==> src/rtl/bias_ram_loader_dense_1_pkg.sv <==
`default_nettype none
// ============================================================================
// bias_loader_pkg : shared types and constants for the dense-1 bias loader.
// Optional feature macro: BIAS_LOAD_CHECKSUM_EN.   Revision: 1.0
// ============================================================================
package bias_loader_pkg;

    localparam int BIAS_DEPTH_DENSE1 = 128;
    localparam int BIAS_W            = 8;

`ifdef BIAS_LOAD_CHECKSUM_EN
    typedef enum logic [1:0] {
        ST_IDLE  = 2'd0,
        ST_LOAD  = 2'd1,
        ST_CHECK = 2'd2,
        ST_DONE  = 2'd3
    } bias_ld_state_t;
`else
    typedef enum logic [1:0] {
        ST_IDLE  = 2'd0,
        ST_LOAD  = 2'd1,
        ST_DONE  = 2'd3
    } bias_ld_state_t;
`endif

endpackage
`default_nettype wire

==> src/rtl/bias_ram_loader_dense_1_if.sv <==
`default_nettype none
// ============================================================================
// bias_ram_loader_dense_1_if : byte stream from the SoC load bridge.
// Revision: 1.0
// ============================================================================
interface bias_ram_loader_dense_1_if #(
    parameter int DATA_W = 8
);
    logic              s_valid;
    logic [DATA_W-1:0] s_data;
    logic              s_ready;

    modport master (output s_valid, output s_data, input s_ready);
    modport slave  (input s_valid, input s_data, output s_ready);
endinterface
`default_nettype wire

==> src/rtl/bias_ram_loader_dense_1_ram.sv <==
`default_nettype none
// ============================================================================
// bias_ram_1r1w : DEPTH x DATA_W storage, synchronous write, async read
// returning 0 outside the table.   Revision: 1.0
// ============================================================================
module bias_ram_1r1w #(
    parameter int DEPTH  = 128,
    parameter int DATA_W = 8,
    parameter int ADDR_W = 8
) (
    input  wire logic              clk,
    input  wire logic              we,
    input  wire logic [ADDR_W-1:0] waddr,
    input  wire logic [DATA_W-1:0] wdata,
    input  wire logic [ADDR_W-1:0] raddr,
    output logic      [DATA_W-1:0] rdata
);
    localparam int IDX_W = (DEPTH > 1) ? $clog2(DEPTH) : 1;

    logic [DATA_W-1:0] mem [DEPTH];
    logic [IDX_W-1:0]  widx;
    logic [IDX_W-1:0]  ridx;
    logic              w_in_range;
    logic              r_in_range;

    assign widx       = waddr[IDX_W-1:0];
    assign ridx       = raddr[IDX_W-1:0];
    assign w_in_range = (waddr < ADDR_W'(DEPTH));
    assign r_in_range = (raddr < ADDR_W'(DEPTH));

    // Contents are deliberately not reset; the loader's done flag qualifies them.
    always_ff @(posedge clk) begin
        if (we && w_in_range) begin
            mem[widx] <= wdata;
        end
    end

    assign rdata = r_in_range ? mem[ridx] : '0;

endmodule
`default_nettype wire

==> src/rtl/bias_ram_loader_dense_1.sv <==
`default_nettype none
// ============================================================================
// bias_ram_loader_dense_1 : streams 128 signed biases into a RAM served through
// a combinational addr->data port. Macro BIAS_LOAD_CHECKSUM_EN adds a trailing
// checksum byte and the err flag.   Revision: 1.0
// ============================================================================
module bias_ram_loader_dense_1
    import bias_loader_pkg::*;
#(
    parameter int DEPTH  = BIAS_DEPTH_DENSE1,
    parameter int DATA_W = BIAS_W,
    parameter int ADDR_W = 8
) (
    input  wire logic                  clk,
    input  wire logic                  rst_n,
    input  wire logic                  start,
    bias_ram_loader_dense_1_if.slave   s,
    input  wire logic [ADDR_W-1:0]     addr,
    output logic      [DATA_W-1:0]     data,
    output logic                       busy,
    output logic                       done,
    output logic                       err,
    output logic      [ADDR_W-1:0]     wr_count
);
    bias_ld_state_t state;
    logic           accept;
    logic           last;
    logic           we;

`ifdef BIAS_LOAD_CHECKSUM_EN
    logic [DATA_W-1:0] sum;
    assign busy = (state == ST_LOAD) || (state == ST_CHECK);
`else
    assign busy = (state == ST_LOAD);
    assign err  = 1'b0;
`endif

    assign done      = (state == ST_DONE);
    assign s.s_ready = busy;
    assign accept    = s.s_valid && busy;
    assign last      = (wr_count == ADDR_W'(DEPTH - 1));
    assign we        = accept && (state == ST_LOAD);

    always_ff @(posedge clk or negedge rst_n) begin
        if (!rst_n) begin
            state    <= ST_IDLE;
            wr_count <= '0;
`ifdef BIAS_LOAD_CHECKSUM_EN
            sum      <= '0;
            err      <= 1'b0;
`endif
        end else begin
            case (state)
                ST_IDLE, ST_DONE: begin
                    if (start) begin
                        state    <= ST_LOAD;
                        wr_count <= '0;
`ifdef BIAS_LOAD_CHECKSUM_EN
                        sum      <= '0;
                        err      <= 1'b0;
`endif
                    end
                end
                ST_LOAD: begin
                    if (accept) begin
                        wr_count <= wr_count + 1'b1;
`ifdef BIAS_LOAD_CHECKSUM_EN
                        sum      <= sum + s.s_data;
                        if (last) state <= ST_CHECK;
`else
                        if (last) state <= ST_DONE;
`endif
                    end
                end
`ifdef BIAS_LOAD_CHECKSUM_EN
                // Checksum byte is compared only; it never reaches the RAM.
                ST_CHECK: begin
                    if (accept) begin
                        err   <= (s.s_data != sum);
                        state <= ST_DONE;
                    end
                end
`endif
                default: state <= ST_IDLE;
            endcase
        end
    end

    bias_ram_1r1w #(
        .DEPTH  (DEPTH),
        .DATA_W (DATA_W),
        .ADDR_W (ADDR_W)
    ) u_ram (
        .clk    (clk),
        .we     (we),
        .waddr  (wr_count),
        .wdata  (s.s_data),
        .raddr  (addr),
        .rdata  (data)
    );

endmodule
`default_nettype wire
==> src/flat_wrapper.sv <==
// flat-port wrapper written by rule: the top's interface ports become plain ports
module bias_ram_loader_dense_1_flat import bias_loader_pkg::*;
#(
    parameter int DEPTH  = BIAS_DEPTH_DENSE1,
    parameter int DATA_W = BIAS_W,
    parameter int ADDR_W = 8
)
  (clk, rst_n, start, addr, data, busy, done, err, wr_count, s_s_valid, s_s_data, s_s_ready);
  bias_ram_loader_dense_1_if #(.DATA_W(DATA_W)) s_i ();
  input  wire logic clk;
  input  wire logic rst_n;
  input  wire logic start;
  input  wire logic [ADDR_W-1:0] addr;
  output logic      [DATA_W-1:0] data;
  output logic busy;
  output logic done;
  output logic err;
  output logic      [ADDR_W-1:0] wr_count;
  input wire logic [$bits(s_i.s_valid)-1:0] s_s_valid;
  input wire logic [$bits(s_i.s_data)-1:0] s_s_data;
  output wire logic [$bits(s_i.s_ready)-1:0] s_s_ready;
  assign s_i.s_valid = s_s_valid;
  assign s_i.s_data = s_s_data;
  assign s_s_ready = s_i.s_ready;
  bias_ram_loader_dense_1 #(.DEPTH(DEPTH), .DATA_W(DATA_W), .ADDR_W(ADDR_W)) u_core (.clk(clk), .rst_n(rst_n), .start(start), .s(s_i), .addr(addr), .data(data), .busy(busy), .done(done), .err(err), .wr_count(wr_count));
endmodule
==> config.mk <==
export PLATFORM = sky130hd
export DESIGN_NAME = bias_ram_loader_dense_1_flat
export DESIGN_NICKNAME = d
export VERILOG_FILES = /design/src/rtl/bias_ram_loader_dense_1_pkg.sv /design/src/rtl/bias_ram_loader_dense_1_if.sv /design/src/rtl/bias_ram_loader_dense_1_ram.sv /design/src/rtl/bias_ram_loader_dense_1.sv /design/src/flat_wrapper.sv
export SDC_FILE = /design/constraint.sdc
export NUM_CORES = 1
export LEC_CHECK = 0
export ABC_CLOCK_PERIOD_IN_PS = 2800
export CAP_MARGIN = 15
export CORE_MARGIN = 2
export CORE_UTILIZATION = 45
export CTS_CLUSTER_SIZE = 10
export DETAILED_ROUTE_END_ITERATION = 10
export GPL_TIMING_DRIVEN = 0
export PLACE_DENSITY_LB_ADDON = 0.3
export SETUP_SLACK_MARGIN = 0.4
export SLEW_MARGIN = 30
export SYNTH_ARGS = -nofsm -noshare
export SYNTH_HDL_FRONTEND = slang
export SYNTH_SLANG_ARGS = --single-unit
==> constraint.sdc <==
create_clock -name clk -period 2.8 [get_ports clk]
set_clock_uncertainty 0.1 [all_clocks]
set_input_delay 0.28 -clock clk [delete_from_list [all_inputs] [get_ports clk]]
set_output_delay 0.28 -clock clk [all_outputs]
set_load 0.05 [all_outputs]
== After elaboration in Yosys (flattened, before gate mapping) ==
Memories as Yosys holds them, arrays and structs flattened.
Index checks and enable logic that the tools add are counted.

* Register bits after elaboration: 10
* Bits in latches: 0
* Bits in writable memories: 1024
* ROM bits: 0
* Bits of input ports: 20
* Output and inout bits: 20
* Word-level logic and storage cells: 30
* Memories: 1

* Add/sub/neg operators: 1
* Multiply operators: 0
* Divide/modulo/power cells: 0
* $lt $le $gt $ge: 2
* Eq/ne operators: 6
* Shifts and indexed selects: 0
* Muxes and demuxes: 10
* Bitwise gates (word level): 0
* Reduce and logical (&&, ||, !) cells: 8

{| class="wikitable"
|+ Memories
! name !! depth !! bits a word !! rd ports !! clocked after memory_dff !! write ports !! line !! RTL
|-
| u_core.u_ram.mem || 128 || 8 || 1 || 0 || 1 || bias_ram_loader_dense_1_ram.sv:20 || <nowiki>logic [DATA_W-1:0] mem [DEPTH];</nowiki>
|}

{| class="wikitable"
|+ Operator list
! kind !! count
|-
| $mux 8 || 3
|-
| $lt 8x8->1 const B || 2
|-
| $pmux 8 s2 || 1
|-
| $add 8x1->8 const B || 1
|-
| $eq 8x7->1 const B || 1
|-
| $mux 2 || 3
|-
| $ne 2x2->1 const B || 3
|-
| $reduce_and 3->1 || 2
|-
| $pmux 2 s2 || 1
|-
| $logic_and 1x1->1 || 3
|-
| $eq 2x1->1 const B || 1
|-
| $eq 2x2->1 const B || 1
|-
| $logic_not 2->1 || 1
|-
| $mux 1 || 2
|-
| $reduce_bool 2->1 || 1
|-
| $reduce_or 2->1 || 1
|}

== Depth between registers and ports, before layout ==
* Word-level depth: 6
* Gate-level depth with buffers: 10
* Mapped depth without buffers: 7

== Modules after synthesis ==
From an unflattened synthesis, not the netlist that was laid out.

* Cell total of the unflattened synthesis: 2020
* Area total of the unflattened synthesis: 40615.2 um^2

{| class="wikitable"
|+ Modules (own cells, without submodules)
! module !! instances !! cells each !! area each (um^2) !! seq. area each (um^2)
|-
| bias_ram_1r1w || 1 || 1956 || 39994.6 || 30749.5
|-
| bias_ram_loader_dense_1 || 1 || 64 || 620.6 || 250.2
|}

== Worst setup path after synthesis ==
No wires, ideal clock.

* Path type: reg-to-reg
* From: register u_core.state[1]
* To: memory u_core.u_ram.mem[80][0] (enable)
* Setup time: 0.395 ns
* Arrival time: 2.488 ns
* Required time: 2.305 ns
* Slack: -0.182 ns
* Stages on the path, launching flop included: 8
* Buffers on the path: 0
* Clock period less this slack: 2.982 ns
* Path through: dfrtp_1 -> inv_1 -> ha_1 -> nand2_1 -> nor2_1 -> and2_1 -> nand2_1 -> nor4_1

* Cells in the longest elaborated chain, start to end: 6

{| class="wikitable"
|+ Ends and longest elaborated chain
! what !! line !! RTL
|-
| from (decl) || bias_ram_loader_dense_1.sv:25 || <nowiki>bias_ld_state_t state;</nowiki>
|-
| from (signal assigned) || bias_ram_loader_dense_1.sv:46 || <nowiki>state <= ST_IDLE;</nowiki>
|-
| from (signal assigned) || bias_ram_loader_dense_1.sv:56 || <nowiki>state <= ST_LOAD;</nowiki>
|-
| from (signal assigned) || bias_ram_loader_dense_1.sv:71 || <nowiki>if (last) state <= ST_DONE;</nowiki>
|-
| $eq 2x1->1 * || bias_ram_loader_dense_1.sv:34 || <nowiki>assign busy = (state == ST_LOAD);</nowiki>
|-
| named net busy || flat_wrapper.sv:15 || <nowiki>output logic busy;</nowiki>
|-
| $logic_and 1x1->1 || bias_ram_loader_dense_1.sv:40 || <nowiki>assign accept = s.s_valid && busy;</nowiki>
|-
| $logic_and 1x1->1 * || bias_ram_loader_dense_1.sv:42 || <nowiki>assign we = accept && (state == ST_LOAD);</nowiki>
|-
| $logic_and 1x1->1 * || bias_ram_loader_dense_1_ram.sv:33 || <nowiki>if (we && w_in_range) begin</nowiki>
|-
| $mux 1 * || bias_ram_loader_dense_1_ram.sv:33 ||
|-
| $mux 1 (implied by the code) * || bias_ram_loader_dense_1_ram.sv:34 || <nowiki>mem[widx] <= wdata;</nowiki>
|-
| to (decl) || bias_ram_loader_dense_1_ram.sv:20 ||
|}

The timed path passes the listed nets; every way through them passes the cells marked *.

== Final worst setup path ==
* From: memory u_core.u_ram.mem[120][5]
* To: output data[5]

* Cells in the longest elaborated chain, start to end: 2

{| class="wikitable"
|+ Ends and longest elaborated chain
! what !! line !! RTL
|-
| $mem_v2 128x8 || n/a ||
|-
| $mux 8 || bias_ram_loader_dense_1_ram.sv:38 || <nowiki>assign rdata = r_in_range ? mem[ridx] : '0;</nowiki>
|-
| to (decl) || flat_wrapper.sv:14 || <nowiki>output logic [DATA_W-1:0] data;</nowiki>
|}

Every way passes these cells.

==> results_tabular.tex <==
\begin{tabular}{lr}
\hline
Metric & Value \\
\hline
\multicolumn{2}{l}{\textbf{STA}} \\
Post-layout min period & 3.36 ns \\
Worst hold-check slack & 0.265 ns \\
Fin. max-slew vios & 0 \\
Maximum frequency from static timing analysis & 298 MHz \\
Least setup slack across all paths after layout & -0.560 ns \\
Actual transition at the worst max-transition pin & 0.804 ns \\
Setup repair after global routing missed its margin & yes \\
Setup TNS & -2.19 ns \\
Count of endpoints failing setup in the final report & 8 \\
Slew headroom & 0.461 \\
Period utilisation layout & 1.20 \\
Final hold violations & 0 \\
\multicolumn{2}{l}{\textbf{Clocking}} \\
Total CTS buffers & 114 \\
H-tree level count & 3 \\
Clock-pin transition on the worst setup and hold timing paths & 0.06 ns \\
Clock tree from TritonCTS & yes \\
Buffer levels on the longest clock path & 3 \\
Insertion delay of the later-clocked pin in the worst-skew pair & 0.67 ns \\
Num Clock Sinks & 1,034 \\
Root Buffer & clkbuf\_16 \\
\multicolumn{2}{l}{\textbf{Drt}} \\
Mean number of vias per cell & 6.19 \\
Number of design rule violations left after detail routing & 0 \\
Met2 Wirelength & 52.4 mm \\
Sum of met3 wire segment lengths after detailed routing & 10.3 mm \\
Number of detailed-route iterations in the first pass & 6 \\
Total Routed Length & 110 mm \\
Top routing layer in use & met5 \\
Number of violations reported at the end of detailed-routing iteration 0 & 2,840 \\
Antenna-violating nets left & 0 \\
Detail-routed net length per standard cell & 31.7 um \\
DRT met1 WL & 43.3 mm \\
Vias after detailed routing & 21.4k \\
\multicolumn{2}{l}{\textbf{Place}} \\
Placed cell areas & 43,600 um\^{}2 \\
GP Congestion & 0.977 \\
Post-Place Cells & 3,227 \\
Quantity of I/O buffers inserted on ports & 32 \\
Post-DP HPWL & 71.1 mm \\
Worst slack at placement & -1.59 ns \\
\multicolumn{2}{l}{\textbf{Logic synthesis}} \\
Cell area after synthesis & 40,800 um\^{}2 \\
Number of flops mapped to enable cells by yosys & 1,024 \\
Most used flip-flop cell after synthesis & edfxtp\_1 \\
Number of standard cells after synthesis & 2,011 \\
Count of yosys warnings during synthesis & 0 \\
Average cell area after synthesis & 20.3 um\^{}2 \\
Yosys reg bits & 1,034 \\
Async SR Flop Fraction & 0.00967 \\
Net count after synthesis & 2,035 \\
Synth unique cells & 61 \\
Share of the yosys chip area belonging to registers & 0.759 \\
\multicolumn{2}{l}{\textbf{GRT}} \\
Maximum number of pins on one net before global-route repair & 105 \\
Overflow after GRT & 0 \\
Total global-route track usage & 0.234 \\
Number of global-route vias before repair & 21.6k \\
Antenna violations before repair & 4 \\
Global-route wire length before repair & 155 mm \\
\multicolumn{2}{l}{\textbf{Cells and area}} \\
Most common cell after layout, fill and taps aside & edfxtp\_1 \\
Multi-input gate area in the final layout & 10,700 um\^{}2 \\
Commonest non-fill, non-tap cells in the layout & 1,024 x edfxtp\_1, 171 x mux4\_2, 148 x mux2i\_1, 126 x nor2\_4, 124 x clkbuf\_16 \\
Sequential cell area & 31,000 um\^{}2 \\
Share of cells above drive strength 1 & 0.338 \\
Count of non-filler cells in the finished layout & 3,466 \\
Area delta synth->final & 21.2\% \\
Diode count & 0 \\
NumNets Final & 2,283 \\
Final Cell Area & 49,500 um\^{}2 \\
Fill cells & 6,691 \\
\multicolumn{2}{l}{\textbf{Setup path}} \\
Path depth of the worst reg2reg path & 4 \\
Destination of the worst register-to-register timing path & u\_core.u\_ram.mem[43][4] \\
Register-to-register setup slack & 0.39 ns \\
Maximum fanout along the worst path & 1 \\
Startpoint of the worst register-to-register path & u\_core.wr\_count[5] \\
Setup Crit Path Kind & register to output port \\
Destination of the critical timing path & data[5] \\
Critical Path RT & 2.42 ns \\
Element type at the critical path start & register \\
Critical path arrival & 2.98 ns \\
Critical Path Source & u\_core.u\_ram.mem[120][5] \\
Worst setup EP type & output port \\
\multicolumn{2}{l}{\textbf{Floorplan}} \\
Horizontal die dimension & 305 um \\
Count of pins on the block boundary & 40 \\
FP Rows & 110 \\
Y dimension of the die & 305 um \\
Die outline area & 93,100 um\^{}2 \\
Core area & 90,000 um\^{}2 \\
Effective utilization at floorplan & 0.454 \\
\multicolumn{2}{l}{\textbf{Run}} \\
Number of max-capacitance violations reported & 0 \\
\multicolumn{2}{l}{\textbf{Min path}} \\
Type of the worst min-delay path & primary input to register \\
\multicolumn{2}{l}{\textbf{Run status}} \\
Violated checks & setup timing \\
Status & finished with violations \\
\multicolumn{2}{l}{\textbf{Power}} \\
Pwr dens & 685 nW/um\^{}2 \\
Worst supply voltage drop on vdd & 0.578 mV \\
Leakage power & 15.7 nW \\
\hline
\end{tabular}
-- worst max-delay path: stages (launching register included) --
cell and delay [ns]:
edfxtp_1 0.37, mux4_2 0.48, and4b_1 0.22, a31oi_1 0.15, o32ai_1 0.11, nor4_1 0.39, o211ai_1 0.28, buf_4 0.29
-- layer usage --
metal / track usage / vias to the layer above
met5: 0 / -
met2: 0.371 / 1127
met4: 0.0825 / 6
met3: 0.0532 / 212
met1: 0.320 / 11300
li1: - / 8826
-- through the flow --
step            util  total power, mW
6_report       0.549             33.9
5_1_grt        0.549             34.7
4_1_cts        0.542             33.7
3_5_place_dp   0.484             20.5
3_3_place_gp   0.481             20.4
2_1_floorplan      -             19.3
-- report_power, final --
group	internal, mW	switching, mW	leakage, nW	total, mW
clock network	7.37	5.57	1.49	12.9
registers	17.3	0.126	9.33	17.4
logic	1.12	2.41	4.84	3.53
total	25.8	8.11	15.7	33.9
-- how the worst min path moves through the flow --
stage / startpoint / slack, ns / end / depth (start not counted)
floorplan: rst_n / -0.12 / u_core.state[0] / 0
global placement: u_core.state[1] / 0.44 / u_core.state[1] / 1
detailed placement: u_core.state[1] / 0.47 / u_core.state[1] / 1
CTS: start / 0.24 / u_core.wr_count[7] / 4
global route: start / 0.31 / u_core.wr_count[3] / 4
finish: start / 0.27 / u_core.wr_count[7] / 4
-- layout make-up --
| type | count | share of cell area |
|---|---|---|
| Clock inverter | 7 | 0.00164 |
| Sequential cell | 1034 | 0.627 |
| Clock buffer | 140 | 0.0605 |
| Multi-Input combinational cell | 851 | 0.217 |
| Tap cell | 1176 | 0.0297 |
| Buffer | 122 | 0.0239 |
| Timing Repair Buffer | 132 | 0.0400 |
| Inverter | 4 | 0.000405 |
-- synth_stat cells (5+ instances only) --
master    instances  share of area
buf_2            37         0.0045
a31oi_1           9         0.0014
dfrtp_1          10         0.0061
o221ai_1          6         0.0013
o21ai_0          24         0.0029
a22oi_1          87          0.016
a221oi_1          6         0.0013
nor2b_1          15         0.0023
nand3_1          51         0.0063
clkbuf_1         32         0.0029
edfxtp_1       1024           0.75
a21oi_1          29         0.0036
o22ai_1           6        0.00092
buf_6            16         0.0044
buf_4            26         0.0048
or3_1            10         0.0015
a211oi_1          6         0.0011
nor2_1          141          0.013
mux4_1           41          0.026
nand3b_1          5        0.00092
nor3_1           10         0.0012
mux4_2          159          0.088
nand2_1          31         0.0029
a41oi_1           6         0.0013
mux2i_1         158          0.039
-- what timing repair did --
item,in CTS,in global routing
endpoints found under the hold margin,338,0
endpoints found under the setup margin,1038,946
pin swaps,84,53
gates resized for setup,326,104
buffers inserted,63,16
hold buffers,9,0
gates cloned,2,1
-- state kept, by name, indices dropped and copies added (netlist names) --
signal,count
u_core.wr_count,8
u_core.u_ram.mem,1024
u_core.state,2
-- cell families after synthesis --
group | after synthesis | share of synthesized area
buf+inv | 126 | 0.0197
mux | 359 | 0.153
flops | 1034 | 0.759
simple gates | 291 | 0.0330
compound gates | 195 | 0.0331
xor+xnor | 1 | 0.000215
other cells | 1 | 0.0000919
fa+ha+maj | 4 | 0.00123
Note: power is estimated with default switching activity, not from simulation.
